[src/rtl/lr_pkg.sv]
// Shared definitions for the feature line buffer and the inner-product stages.
package lr_pkg;

  localparam int unsigned FEAT_DW  = 32;
  localparam int unsigned FEAT_WIN = 41;

  typedef logic [FEAT_DW-1:0] feature_t;
  typedef feature_t feature_array_t [0:FEAT_WIN-1];

endpackage

[src/rtl/feature_window_ctrl.sv]
// Column, fill and stride tracking for the window line buffer; decodes when
// an accept completes a stride-aligned window and where that window sits.
module feature_window_ctrl
  import lr_pkg::*;
#(
  parameter int unsigned WIN     = FEAT_WIN,
  parameter int unsigned ROW_LEN = 256,
  parameter int unsigned STRIDE  = 1,
  parameter int unsigned CW      = $clog2(ROW_LEN + 1),
  parameter int unsigned PW      = $clog2(ROW_LEN)
) (
  input  logic          clk,
  input  logic          rst_n,
  input  logic          accept,
  input  logic          sof,
  output logic          emit,
  output logic [PW-1:0] pos,
  output logic          last
);

  logic [CW-1:0] col;
  logic [CW-1:0] fill;
  logic [CW-1:0] stride_cnt;
  logic [CW-1:0] col_next;
  logic [CW-1:0] fill_next;
  logic [CW-1:0] stride_cur;
  logic          row_start;
  logic          complete;
  logic          first;
  logic [31:0]   p_ext;

  // Decode the effect of a would-be accept this cycle.
  always_comb begin
    col_next  = sof ? '0 : col;
    row_start = (col_next == '0);
    if (row_start)                fill_next = CW'(1);
    else if (fill == CW'(WIN))    fill_next = fill;
    else                          fill_next = fill + CW'(1);
    complete   = (fill_next == CW'(WIN));
    // The first full window of a row forces the stride phase back to zero.
    first      = complete && (row_start || (fill != CW'(WIN)));
    stride_cur = first ? '0 : stride_cnt;
    emit       = complete && (stride_cur == '0);
    p_ext      = 32'(col_next) - 32'(WIN - 1);
    pos        = p_ext[PW-1:0];
    last       = (p_ext + 32'(STRIDE)) > 32'(ROW_LEN - WIN);
  end

  // Advance the counters on every accepted sample.
  always_ff @(posedge clk or negedge rst_n) begin
    if (!rst_n) begin
      col        <= '0;
      fill       <= '0;
      stride_cnt <= '0;
    end else if (accept) begin
      col  <= (col_next == CW'(ROW_LEN - 1)) ? '0 : col_next + CW'(1);
      fill <= fill_next;
      if (complete)
        stride_cnt <= (stride_cur == '0) ? CW'(STRIDE - 1) : stride_cur - CW'(1);
    end
  end

endmodule

[src/rtl/feature_window_linebuffer.sv]
// Sliding-window line buffer: shifts accepted samples into a WIN-deep window
// that doubles as the xarray output, and flags complete, aligned windows.
module feature_window_linebuffer
  import lr_pkg::*;
#(
  parameter int unsigned DW      = FEAT_DW,
  parameter int unsigned WIN     = FEAT_WIN,
  parameter int unsigned ROW_LEN = 256,
  parameter int unsigned STRIDE  = 1
) (
  input  logic                       clk,
  input  logic                       rst_n,
  input  logic [DW-1:0]              in_data,
  input  logic                       in_valid,
  input  logic                       in_sof,
  output logic                       in_ready,
  output logic [DW-1:0]              xarray [0:WIN-1],
  output logic                       out_valid,
  input  logic                       out_ready,
  output logic [$clog2(ROW_LEN)-1:0] win_col,
  output logic                       win_last
);

  localparam int unsigned PW = $clog2(ROW_LEN);

  if (ROW_LEN < WIN || STRIDE < 1) begin : g_bad_params
    $error("feature_window_linebuffer: need ROW_LEN >= WIN and STRIDE >= 1");
  end

  logic          accept;
  logic          emit;
  logic [PW-1:0] pos;
  logic          last;

  // Handshake: the window register is the shift register, so hold while a
  // window is pending and not being consumed.
  always_comb begin
    in_ready = !out_valid || out_ready;
    accept   = in_valid && in_ready;
  end

  feature_window_ctrl #(
    .WIN     (WIN),
    .ROW_LEN (ROW_LEN),
    .STRIDE  (STRIDE)
  ) u_ctrl (
    .clk    (clk),
    .rst_n  (rst_n),
    .accept (accept),
    .sof    (in_sof),
    .emit   (emit),
    .pos    (pos),
    .last   (last)
  );

  // Shift register: oldest sample at index 0, newest at WIN-1.
  always_ff @(posedge clk or negedge rst_n) begin
    if (!rst_n) begin
      for (int unsigned i = 0; i < WIN; i++) xarray[i] <= '0;
    end else if (accept) begin
      for (int unsigned i = 0; i + 1 < WIN; i++) xarray[i] <= xarray[i+1];
      xarray[WIN-1] <= in_data;
    end
  end

  // Window-valid flag and its position tags, one cycle after the accept.
  always_ff @(posedge clk or negedge rst_n) begin
    if (!rst_n) begin
      out_valid <= 1'b0;
      win_col   <= '0;
      win_last  <= 1'b0;
    end else if (accept) begin
      out_valid <= emit;
      if (emit) begin
        win_col  <= pos;
        win_last <= last;
      end
    end else if (out_ready) begin
      out_valid <= 1'b0;
    end
  end

endmodule
[config.mk]
export PLATFORM = sky130hd
export DESIGN_NAME = feature_window_linebuffer
export DESIGN_NICKNAME = d
export VERILOG_FILES = /design/src/rtl/lr_pkg.sv /design/src/rtl/feature_window_ctrl.sv /design/src/rtl/feature_window_linebuffer.sv
export SDC_FILE = /design/constraint.sdc
export NUM_CORES = 2
export LEC_CHECK = 0
export BUFFER_PORTS_ARGS = -buffer_cell sky130_fd_sc_hd__buf_2
export CAP_MARGIN = 5
export CORE_AREA = 2 2 523 525
export CTS_BUF_LIST = sky130_fd_sc_hd__clkbuf_2
export CTS_CLUSTER_SIZE = 24
export DETAILED_ROUTE_END_ITERATION = 8
export DIE_AREA = 0 0 525 527
export PLACE_DENSITY = 0.4
export SYNTH_ARGS = -nofsm -noshare
export SYNTH_HDL_FRONTEND = slang
export SYNTH_SLANG_ARGS = --single-unit
[constraint.sdc]
create_clock -name clk -period 4.8 [get_ports clk]
set_clock_uncertainty 0.15 [all_clocks]
set_input_delay 0.96 -clock clk [delete_from_list [all_inputs] [get_ports clk]]
set_output_delay 0.96 -clock clk [all_outputs]
set_load 0.005 [all_outputs]
# Word-level counts from Yosys, hierarchy flattened
# Cells that the tools add are included.
# word_totals
output_inout_bits	1323
latch_bits	0
n_memories	0
in_bits	37
elab_cells	76
mem_bits_rw	0
rom_bits	0
register_bits	1349
# classes
bitwise_logic	0
multipliers	0
add_sub_neg	5
magnitude_cmp	1
n_shift	0
eq_ne	4
mux	8
reduce_logical	11
div_mod_pow	0
# ops
cell	count
$mux W9	6
$add A32 B1 Y32 const B	1
$gt A32 B8 Y1 const B	1
$add A9 B1 Y9 const B	2
$eq A9 B6 Y1 const B	2
$logic_not A9 Y1	2
$sub A9 B6 Y10 const B	1
$eq A9 B8 Y1 const B	1
$ne A9 B6 Y1 const B	1
$sub A9 B1 Y9 const B	1
$reduce_and A2 Y1	2
$logic_and A1 B1 Y1	3
$logic_or A1 B1 Y1	2
$mux W1	2
$reduce_bool A2 Y1	1
$logic_not A1 Y1	1

# Longest topological paths before layout
# logic_depth
word_depth	9
ltp_mapped	19
mapped_depth_nobuf	16

# By module
# From an unflattened synthesis, not the netlist that was laid out.
# unflattened
cells_unflattened	3050
area_unflattened_um2	57229.9
# modules_own_cells
module	instances	seq_area_each_um2	area_per_inst_um2	cells_per_inst
feature_window_linebuffer	1	33081.7	55115.4	2795
feature_window_ctrl	1	675.6	2114.5	255

# Least setup slack after synthesis
# No wires, ideal clock.
# synth_timing
path_kind	flip-flop to flip-flop
from	register u_ctrl.fill[8]
to	register win_col[3]
arrival_ns	4.343
path_slack_ns	0.182
setup_time_ns	0.125
synth_period_minus_slack_ns	4.618
required_time_ns	4.525
path_stages_with_launch	16
path_buffers	2
cell_sequence	dfrtp_1 -> or3b_1 -> or4_1 -> buf_2 -> mux2_4 -> a211oi_4 -> nand2_2 -> nand2_1 -> ha_1 -> or4b_1 -> or4_1 -> or2_2 -> o21a_1 -> nand2b_2 -> buf_6 -> mux2_4
# synth_via
elab_chain_len	9
word_cells_on_any_way	12
classes_between	1 x add/sub; 3 x eq/ne; 3 x mux; 5 x reduce/logical
# synth_rtl
item	line	source
start: declaration	feature_window_ctrl.sv:22	logic [CW-1:0] fill;
start signal: assignment	feature_window_ctrl.sv:57	fill <= fill_next;
$add A9 B1 Y9 / $eq A9 B6 Y1 (equally long branches)	feature_window_ctrl.sv:38, feature_window_ctrl.sv:37	
$mux W9	feature_window_ctrl.sv:37	else if (fill == CW'(WIN)) fill_next = fill;
$mux W9	feature_window_ctrl.sv:36	if (row_start) fill_next = CW'(1);
$eq A9 B6 Y1	feature_window_ctrl.sv:39	complete = (fill_next == CW'(WIN));
$logic_and A1 B1 Y1	feature_window_ctrl.sv:41	first = complete && (row_start || (fill != CW'(WIN)));
$mux W9	feature_window_ctrl.sv:42	stride_cur = first ? '0 : stride_cnt;
$logic_not A9 Y1	feature_window_ctrl.sv:43	emit = complete && (stride_cur == '0);
$logic_and A1 B1 Y1 (*)	feature_window_ctrl.sv:43	
$reduce_and A2 Y1 (no source line) (*)	n/a	
end signal: assignment	feature_window_linebuffer.sv:75	win_col <= pos;
end: declaration	feature_window_linebuffer.sv:20	output logic [$clog2(ROW_LEN)-1:0] win_col,
# Mark *: on every way between the ends. The rest lies on a longest branch, timed or not.
# A chain may end at the register's enable or synchronous reset.

# Final worst setup path
# Ends and elaborated chain as after synthesis.

==> reports/qor.yml <==
drive_above_1_share_pct: 26.6
dp_hpwl_um: 166000
cts_made_buffers: 383
crit_required_ns: 6.15
synth_area_mm2: 0.0513
p_int_mw: 17.4
synth_most_common_cell: "nand2_1"
power_mw: 26.8
cts_buffer_depth: 4
drcViolationCount: 0
grtUsageTotal_pct: 16.0
overflow: 0
ys_async_sr_fraction_pct: 100
synth.largest_area_cell: "dfrtp_1"
cap_violations: 0
rr_startpoint: "u_ctrl.fill[8]"
ant_nets: 0
crit_start: "u_ctrl.fill[8]"
synth.net_count: 5894
ir_drop_uv: 173
initial_utilization_pct: 18.9
synthTopCellsByCount: "nand2_1, dfrtp_1, clkbuf_1"
antenna_found_initial: 13
yosys.cell_types.count: 52
worstMarginPinSlew_ns: 1.02
setup_viol: 0
comb_power_share_pct: 15.1
synthTopCellsByArea: "dfrtp_1, nand2_1, clkbuf_1, o21ai_0, ha_1"
clock-root-buffer: "clkbuf_2"
ys_warn_count: 0
fin_crit_ns: 4.59
core.rowCount: 192
grt_pass1_wl_um: 329000
arrival_ns: 5.93
slew_violations: 0
status: "finished clean"
dieArea_mm2: 0.277
path_delay_family: "simple AND/OR/NAND/NOR gates"
fin_crit_sh_pct: 95.5
cts_tree: "built"
critPathBufInv: 0
hold_violations: 0
syn_inst: 5844
vias_per_cell: 4.00
p_clk_share_pct: 32.0
critical_path.cell_chain: "or3b_1 > or4_4 > mux2_4 > a211oi_4 > nand2_2 > nand2_1 > ha_1 > or4b_1 > or4_1 > or2_2 > o21a_1 > nand2b_4 > mux2_4"
worstSetupEndpointType: "flop"
ys_seq_area_share_pct: 65.8
grt_max_degree: 198
postSynthAreaPerCell_um2: 8.77
die_h_um: 527
dp_slack_ns: 0.254
min_from: "xarray[168]"
ys_seq_elements: 1349
drtPass1Iterations: 5
portBuffers: 1359
fin_nets: 7532
ys.flop_type: "dfrtp_1"
switchingPower_mw: 9.37
clock-sinks: 1349
p_leak_nw: 40.5
path_class: "reg -> reg"
slew_headroom_pct: 32.0
fp.dieW_um: 525
synth_edf_count: 0
drt-total-wl_um: 228000
grt_pass1_vias: 46100
power_frac_seq_pct: 52.9
cp_max_fo: 7
r2r_setup_slack_ns: 0.21
syn_to_final_growth_pct: 30.5
yosysTopAreaCellShare_pct: 65.8
coreArea_mm2: 0.272
cp_common_cell: "mux2_4"
cp_slowest_cell: "or4_4"
clk_latency_ns: 1.77
gp_congestion: 0.878
hold_class: "reg -> reg"
worst_path_largest_cell_delay_ns: 0.54
p_sw_share_pct: 35.0
setup_tns_ns: 0
pwr_density_cell_mw_per_mm2: 400
cp-start-kind: "flop"
setup_ws_ns: 0.215
io_pins: 1360
fmax_mhz: 218
post-cts-setup-buffer-count: 0
htree_num_levels: 5
drtIter0Drc: 2819
rsz0062_at_grt: "false"
avgRoutedWirePerCell_um: 20.1
clkTransAtPathRegs_ns: 0.10
vias: 45300
worst paths after layout:
path	end	depth (start not counted)
setup / recovery	win_col[3]	13
hold / removal	xarray[200]	2
setup reg to reg	win_col[3]	13
hold reg to reg	xarray[200]	2
max in group asynchronous	xarray[176]	5
min in group asynchronous	xarray[1067]	4
power groups by stage:
stage	Combinational [mW]	Clock, mW	Sequential [mW]
2_1_floorplan	1.33	0	13.9
3_3_place_gp	4.05	0	14.4
3_5_place_dp	4.06	0	14.4
4_1_cts	4.15	9.10	14.2
5_1_grt	4.52	9.67	14.3
6_report	4.04	8.57	14.1
tightest hold or removal path: cells and delay by family, from the launching register on:
kind | cells | cell delay (ns)
simple gates | 2 | 0.11
flops | 1 | 0.38
layout make-up:
cell class / instances / area [um^2]
Clock buffer: 566 / 2830
Multi-Input combinational cell: 4178 / 16300
Sequential cell: 1349 / 33800
Inverter: 10 / 37.5
Clock inverter: 82 / 469
Timing Repair Buffer: 1560 / 8950
Fill cell: 30300 / 205000
Tap cell: 3589 / 4490
Antenna cell: 11 / 27.5
repair_timing:
item	4_1_cts	5_1_grt
endpoints found under the setup margin	0	9
resized for setup	0	2
hold buffers	112	0
hold endpoints to repair	1942	0
kinds of logic after synthesis:
group,after synthesis,synth area share (%)
AND/OR/NAND/NOR,4065,30.1
flip-flops,1349,65.8
buffers and inverters,317,2.36
AO/OA/AOI/OAI,85,1.07
adder cells (fa/ha/maj),13,0.317
XOR/XNOR,8,0.137
multiplexers,7,0.185
flip-flops by register name, indices dropped and copies added (netlist names):
signal / flops
u_ctrl.stride_cnt: 9
u_ctrl.col: 9
win_last: 1
xarray: 1312
win_col: 8
u_ctrl.fill: 9
out_valid: 1
placed cells by master (no fill, tap or decap), types with 6 or more instances in the layout:
master	Yosys	routed
ha_1	13	13
nand2b_1	12	12
clkbuf_2	0	566
buf_12	0	27
o21ai_0	36	36
nand2_1	3976	3975
buf_2	2	1358
dlygate4sd3_1	0	111
clkinv_1	0	53
nor3_1	12	12
diode_2	0	11
inv_1	10	10
nor2_1	20	20
buf_4	0	63
a31oi_1	6	6
nand3_1	12	12
a21oi_1	13	13
dfrtp_1	1349	1349
metal layers:
metal  up-vias  wire length [um]  global-route usage, %
met2      1572            109000                   26.5
met3       319             20700                   6.31
met4         4              6680                   5.17
li1      21300                 -                      -
met5         -                30                      0
met1     22200             91500                   18.7
through the flow:
| step | utilization (%) | cell area [um^2] | std cells | hold WS, ns |
|---|---|---|---|---|
| detailed placement | 23.0 | 62400 | 10600 | 0.308 |
| global placement | 23.0 | 62400 | 10600 | 0.304 |
| floorplan | - | 51300 | 5844 | 0.316 |
| global route | 24.6 | 66900 | 11300 | 0.197 |
| CTS | 24.6 | 66900 | 11300 | 0.107 |
| finish | 24.6 | 66900 | 11300 | 0.201 |
(Power assumes the default switching activity.)
